[src/rtl/jtroadf_romarb_pkg.sv]
// jtroadf_romarb_pkg
// Shared encodings for the scroll/object ROM arbiter:
//   state_t    arbiter FSM state (2 bits)
//   owner_t    which requester owns the outstanding SDRAM fetch
//   region_bit SDRAM address bit that selects scroll (0) or object (1) space
package jtroadf_romarb_pkg;

    typedef enum logic [1:0] {
        ST_IDLE  = 2'd0,
        ST_ISSUE = 2'd1,
        ST_WAIT  = 2'd2
    } state_t;

    typedef enum logic {
        OWN_SCR = 1'b0,
        OWN_OBJ = 1'b1
    } owner_t;

    function automatic int region_bit(input int aw);
        return aw - 1;
    endfunction

endpackage

[src/rtl/jtroadf_romarb_slot.sv]
// jtroadf_romarb_slot
// Single-entry cache for one requester of the ROM arbiter.
// Ports:
//   rst, clk        asynchronous active-high reset, clock
//   cs, addr        requester enable and word address
//   data            cached word (registered)
//   ok              data valid for the current addr (combinational hit)
//   pending         requester wants a word that is not cached
//   wr_en, wr_tag,  fill port driven by the arbiter when its fetch
//   wr_data         for this slot completes
module jtroadf_romarb_slot #(
    parameter int TW = 13,
    parameter int DW = 32
) (
    input  logic          rst,
    input  logic          clk,
    input  logic          cs,
    input  logic [TW-1:0] addr,
    output logic [DW-1:0] data,
    output logic          ok,
    output logic          pending,
    input  logic          wr_en,
    input  logic [TW-1:0] wr_tag,
    input  logic [DW-1:0] wr_data
);

    logic [TW-1:0] tag;
    logic          valid;

    always_ff @(posedge clk or posedge rst) begin
        if (rst) begin
            tag   <= '0;
            data  <= '0;
            valid <= 1'b0;
        end else if (wr_en) begin
            tag   <= wr_tag;
            data  <= wr_data;
            valid <= 1'b1;
        end
    end

    // Hit is zero-latency; a requester that moves its address simply misses.
    assign ok      = cs & valid & (addr == tag);
    assign pending = cs & ~ok;

endmodule

[src/rtl/jtroadf_romarb.sv]
// jtroadf_romarb
// Shares one 32-bit SDRAM ROM slot between the scroll layer (time critical)
// and the object layer. Each requester has a single-entry cache; misses are
// fetched one at a time through an IDLE -> ISSUE -> WAIT sequence.
// Ports:
//   rst, clk                      asynchronous active-high reset, clock
//   scr_cs/addr/data/ok           scroll requester port
//   obj_cs/addr/data/ok           object requester port
//   rom_cs/addr/data/ok           SDRAM bank port
// Build option: define JTROADF_ROMARB_RR_EN to alternate grants when both
// requesters miss at once; otherwise scroll has fixed priority.
//
// state    | meaning
// ---------+------------------------------------------------------------
// ST_IDLE  | rom_cs low, pick a pending requester and latch its address
// ST_ISSUE | rom_cs high, rom_ok ignored (may be stale from last address)
// ST_WAIT  | rom_cs high, capture rom_data into the owner's cache on rom_ok
module jtroadf_romarb
    import jtroadf_romarb_pkg::*;
#(
    parameter int SW = 13,
    parameter int OW = 14,
    parameter int AW = 15,
    parameter int DW = 32
) (
    input  logic          rst,
    input  logic          clk,
    input  logic          scr_cs,
    input  logic [SW-1:0] scr_addr,
    output logic [DW-1:0] scr_data,
    output logic          scr_ok,
    input  logic          obj_cs,
    input  logic [OW-1:0] obj_addr,
    output logic [DW-1:0] obj_data,
    output logic          obj_ok,
    output logic          rom_cs,
    output logic [AW-1:0] rom_addr,
    input  logic [DW-1:0] rom_data,
    input  logic          rom_ok
);

    localparam int RB = region_bit(AW);

    state_t        state;
    owner_t        owner;
    logic          scr_pend, obj_pend, grant_obj;
    logic          scr_wr, obj_wr;
    logic [AW-1:0] scr_rom, obj_rom;

    always_comb begin
        scr_rom     = AW'(scr_addr);
        scr_rom[RB] = 1'b0;
        obj_rom     = AW'(obj_addr);
        obj_rom[RB] = 1'b1;
    end

`ifdef JTROADF_ROMARB_RR_EN
    owner_t last_owner;
    assign grant_obj = obj_pend & (~scr_pend | (last_owner == OWN_SCR));
`else
    assign grant_obj = obj_pend & ~scr_pend;
`endif

    assign scr_wr = (state == ST_WAIT) && rom_ok && (owner == OWN_SCR);
    assign obj_wr = (state == ST_WAIT) && rom_ok && (owner == OWN_OBJ);

    always_ff @(posedge clk or posedge rst) begin
        if (rst) begin
            state      <= ST_IDLE;
            owner      <= OWN_SCR;
            rom_cs     <= 1'b0;
            rom_addr   <= '0;
`ifdef JTROADF_ROMARB_RR_EN
            last_owner <= OWN_OBJ;
`endif
        end else begin
            case (state)
                ST_IDLE: begin
                    if (scr_pend || obj_pend) begin
                        rom_cs <= 1'b1;
                        state  <= ST_ISSUE;
                        if (grant_obj) begin
                            owner    <= OWN_OBJ;
                            rom_addr <= obj_rom;
                        end else begin
                            owner    <= OWN_SCR;
                            rom_addr <= scr_rom;
                        end
`ifdef JTROADF_ROMARB_RR_EN
                        last_owner <= grant_obj ? OWN_OBJ : OWN_SCR;
`endif
                    end
                end
                ST_ISSUE: state <= ST_WAIT;
                ST_WAIT: begin
                    if (rom_ok) begin
                        rom_cs <= 1'b0;
                        state  <= ST_IDLE;
                    end
                end
                default: begin
                    rom_cs <= 1'b0;
                    state  <= ST_IDLE;
                end
            endcase
        end
    end

    // rom_addr is held for the whole fetch, so its low bits double as the
    // fetch tag written into the owner's cache.
    jtroadf_romarb_slot #(.TW(SW), .DW(DW)) u_scr (
        .rst     (rst),
        .clk     (clk),
        .cs      (scr_cs),
        .addr    (scr_addr),
        .data    (scr_data),
        .ok      (scr_ok),
        .pending (scr_pend),
        .wr_en   (scr_wr),
        .wr_tag  (rom_addr[SW-1:0]),
        .wr_data (rom_data)
    );

    jtroadf_romarb_slot #(.TW(OW), .DW(DW)) u_obj (
        .rst     (rst),
        .clk     (clk),
        .cs      (obj_cs),
        .addr    (obj_addr),
        .data    (obj_data),
        .ok      (obj_ok),
        .pending (obj_pend),
        .wr_en   (obj_wr),
        .wr_tag  (rom_addr[OW-1:0]),
        .wr_data (rom_data)
    );

endmodule

[config.mk]
export PLATFORM = sky130hd
export DESIGN_NAME = jtroadf_romarb
export DESIGN_NICKNAME = d
export VERILOG_FILES = /design/src/rtl/jtroadf_romarb_pkg.sv /design/src/rtl/jtroadf_romarb_slot.sv /design/src/rtl/jtroadf_romarb.sv
export SDC_FILE = /design/constraint.sdc
export NUM_CORES = 1
export LEC_CHECK = 0
export BUFFER_PORTS_ARGS = -buffer_cell sky130_fd_sc_hd__buf_4
export CAP_MARGIN = 20
export CORE_MARGIN = 1.5
export CORE_UTILIZATION = 35
export CTS_BUF_LIST = sky130_fd_sc_hd__clkbuf_2 sky130_fd_sc_hd__clkbuf_4 sky130_fd_sc_hd__clkbuf_8
export CTS_CLUSTER_DIAMETER = 50
export DETAILED_ROUTE_END_ITERATION = 10
export HOLD_SLACK_MARGIN = 0.02
export PLACE_DENSITY_LB_ADDON = 0.3
export SLEW_MARGIN = 20
export SYNTH_ARGS = -nofsm -noshare
export SYNTH_HDL_FRONTEND = slang
export SYNTH_SLANG_ARGS = --single-unit
[constraint.sdc]
create_clock -name clk -period 7.8 [get_ports clk]
set_clock_uncertainty 0.05 [all_clocks]
set_input_delay 0.39 -clock clk [delete_from_list [all_inputs] [get_ports clk]]
set_output_delay 0.39 -clock clk [all_outputs]
set_load 0.005 [all_outputs]
==> metrics <==
io pins=146; CTS tree=built; largest net degree at the start of global routing=74; multiplexer share of the synthesized area=21.13%; worst vdd ir=0.0002244 V; Routed wire per std cell=17.57 um; Placement Setup Slack=4.851 ns; # fillers=1254; CP Launch Type=flop; Compound-Gate Fraction of Synth Area=6.586%; Seq/Total Area, Yosys=57.33%; grt total ovfl=0; Max-Slew Margin vs Limit=38.02%; worst reg2reg path depth=6; synthesized flop and latch total=111; PD cells=370.1 nW/um^2; cts repair resizes=0; RSZ-0062 raised after global routing=no; Tmin final=3.283 ns; first-pass GRT wire length=18890 um; Die Span X=120.7 um; endpoints failing setup=0; post-DR vias/cell=5.015; TritonCTS Sinks=111; kind of end point of the critical path=primary output; DRT iter0 DRCs=284; Synth Cell Area=4845 um^2; DRC=0; GP Congestion=0.8144; Final Max Tran Viols=0; largest fanout on the critical path=17; net count reported at finish=557; setup slack, reg-to-reg=5.04 ns; Clock Tree Root=clkbuf_8; XOR/XNOR Fraction of Synth Area=4.881%; Cells after Synth=356; die area=14560 um^2; hold path depth=2; Post-Synth Adder-Cell Area=0%; worst endpoint data arrival time=2.84 ns; share of layout cells above drive strength 1=53.32%; crit path kind=flop to primary output; antenna violations before repair=0; hold_sp=rom_data[5]; status=complete, no violations; initial core utilization=36.15%; IO Port Bufs=145; Worst R2R End=rom_addr[3]; Post-Synth Simple-Gate Area=6.637%; Warnings, synthesis=0; Tcrit/Tclk final=42.09%; post-synth cell types=32; Tightest Hold Check Type=input port to flop; CTS H-tree lvls=3; post-route setup slack=4.517 ns; Post-DRT Antenna Nets=0; cts bufs inserted=9; worst r2r src=u_obj.tag[0]; Core Area=13400 um^2; Syn Area/Cell=13.61 um^2; postcts setup bufs=0; max-cap viol count=0; largest family of logic cells by synthesized area=multiplexers; FMAX=304.6 MHz; Pleak=2.735 nW; Vias=3375; setup tns final=0 ns; register clock-pin slew on the reported worst setup and hold paths=0.10 ns; # rows=42; 1st-pass router iterations=4; Max Root-Sink Buffers=2; final WL=11820 um; end point of the worst hold path=u_obj.data[5]; Syn Nets=420; HPWL after DPL=8172 um; critical path required time=7.36 ns; number of global-route vias before repair=3558; Die Ht=120.7 um; ant diodes=0; Least-Margin Pin Slew=0.9297 ns; Final Hold Viols=0; layout overhead on the synthesized area=28.98%; hold slack=0.1968 ns; All-Layer GR Usage=16.90%; worst skew pair latency=0.38 ns
[worst max-delay path by stage]
| stage | from | end | slack [ns] |
|---|---|---|---|
| final | u_obj.tag[0] | obj_ok | 4.52 |
| after global routing | u_obj.tag[8] | obj_ok | 4.22 |
| after CTS | u_obj.tag[0] | obj_ok | 4.53 |
| after detailed placement | obj_addr[0] | obj_ok | 4.85 |
| after global placement | obj_addr[0] | obj_ok | 4.86 |
| after floorplan | rst | rom_addr[0] | 4.43 |
[power breakdown]
part	internal, mW	leakage (nW)	switching [mW]
registers	0.861	1.30	0.195
logic	0.569	1.35	0.338
clock network	0.158	0.0929	0.191
[timing repair]
item,CTS,global route
setup endpoints to repair,0,0
endpoints found under the hold margin,38,0
hold buffers,1,0
[cell usage after synthesis]
cell type    n  area, um^2
a211oi_1    22       165.2
a211oi_2     4       50.05
a21oi_1     13       65.06
and2_1       2       12.51
buf_2        9       45.04
buf_4        1       7.510
buf_6        4       45.04
buf_8        1       15.01
clkbuf_1     8       30.03
clkinv_4     1       8.760
dfrtp_1    111        2778
inv_1        4       15.01
mux2_2      90        1013
mux2i_1      1       10.01
nand2_1      8       30.03
nand2b_1     2       12.51
nand3_1      2       10.01
nand3_2      1       10.01
nand3b_1    13       97.59
nand4_1      4       25.02
nor2_1       3       11.26
nor3_1      14       70.07
nor3_2       1       10.01
nor4_1       3       18.77
o2111ai_1    1       8.760
o21a_1       1       7.510
o21ai_0      2       10.01
o31ai_2      1       12.51
or2_2        1       6.260
or4_1        1       7.510
xnor2_1     13       113.9
xor2_1      14       122.6
[metal layers]
metal / global-route usage [%] / vias up / share of wire [%] / routed length [um]
met4: 3.971 / 0 / 1.1 / 127
met3: 6.321 / 10 / 7.8 / 927
li1: - / 1548 / - / -
met2: 28.16 / 125 / 50 / 5932
met1: 20.83 / 1692 / 41 / 4835
met5: 0 / - / 0 / 0
[critical path, cell delays in order (launching register included)]
cell and delay [ns]:
dfrtp_1 0.40, xor2_1 0.16, nor4_1 0.36, nand4_1 0.66
inv_1 0.68, buf_4 0.21
[placed cells by master, fill, tap and decap left out, types with 3 or more instances in the layout]
master,count
xor2_1,14
inv_1,3
clkbuf_4,3
nand2_1,7
nor4_1,3
nand3b_1,13
mux2_2,90
a211oi_1,22
nand4_1,4
a21oi_1,13
nor3_1,14
a211oi_2,4
clkbuf_8,9
buf_4,148
dfrtp_1,111
xnor2_1,13
[state kept, by name, indices dropped and copies added (netlist names)]
register and count:
rom_cs 1, state 2, u_obj.valid 1, rom_addr 15, u_scr.valid 1, u_scr.tag 13, u_obj.tag 14, u_obj.data 32
u_scr.data 32
[layout make-up]
class                   count  area, um^2  area share, %
clock buffers              12       146.4          2.343
clock inverters             3       45.04         0.7209
inverters                   5       26.28         0.4205
multi-input cells         217        1912          30.60
flip-flops and latches    111        2778          44.45
well taps                 176       220.2          3.524
repair buffers            149        1121          17.94
[through the flow]
| stage | utilization (%) | power [mW] | cells | cell area [um^2] |
|---|---|---|---|---|
| 6_report | 46.63 | 2.313 | 673 | 6248 |
| 5_1_grt | 46.63 | 2.479 | 673 | 6248 |
| 4_1_cts | 46.61 | 2.353 | 673 | 6246 |
| 3_5_place_dp | 45.11 | 1.989 | 657 | 6045 |
| 3_3_place_gp | 45.11 | 1.962 | 657 | 6045 |
| 2_1_floorplan | - | 1.511 | 356 | 4845 |
[cell families after synthesis]
kind of cell	Yosys count
simple gates	55
compound gates	44
buf+inv	28
flops	111
mux	91
xor+xnor	27
Power figures use the tool's default switching activity.
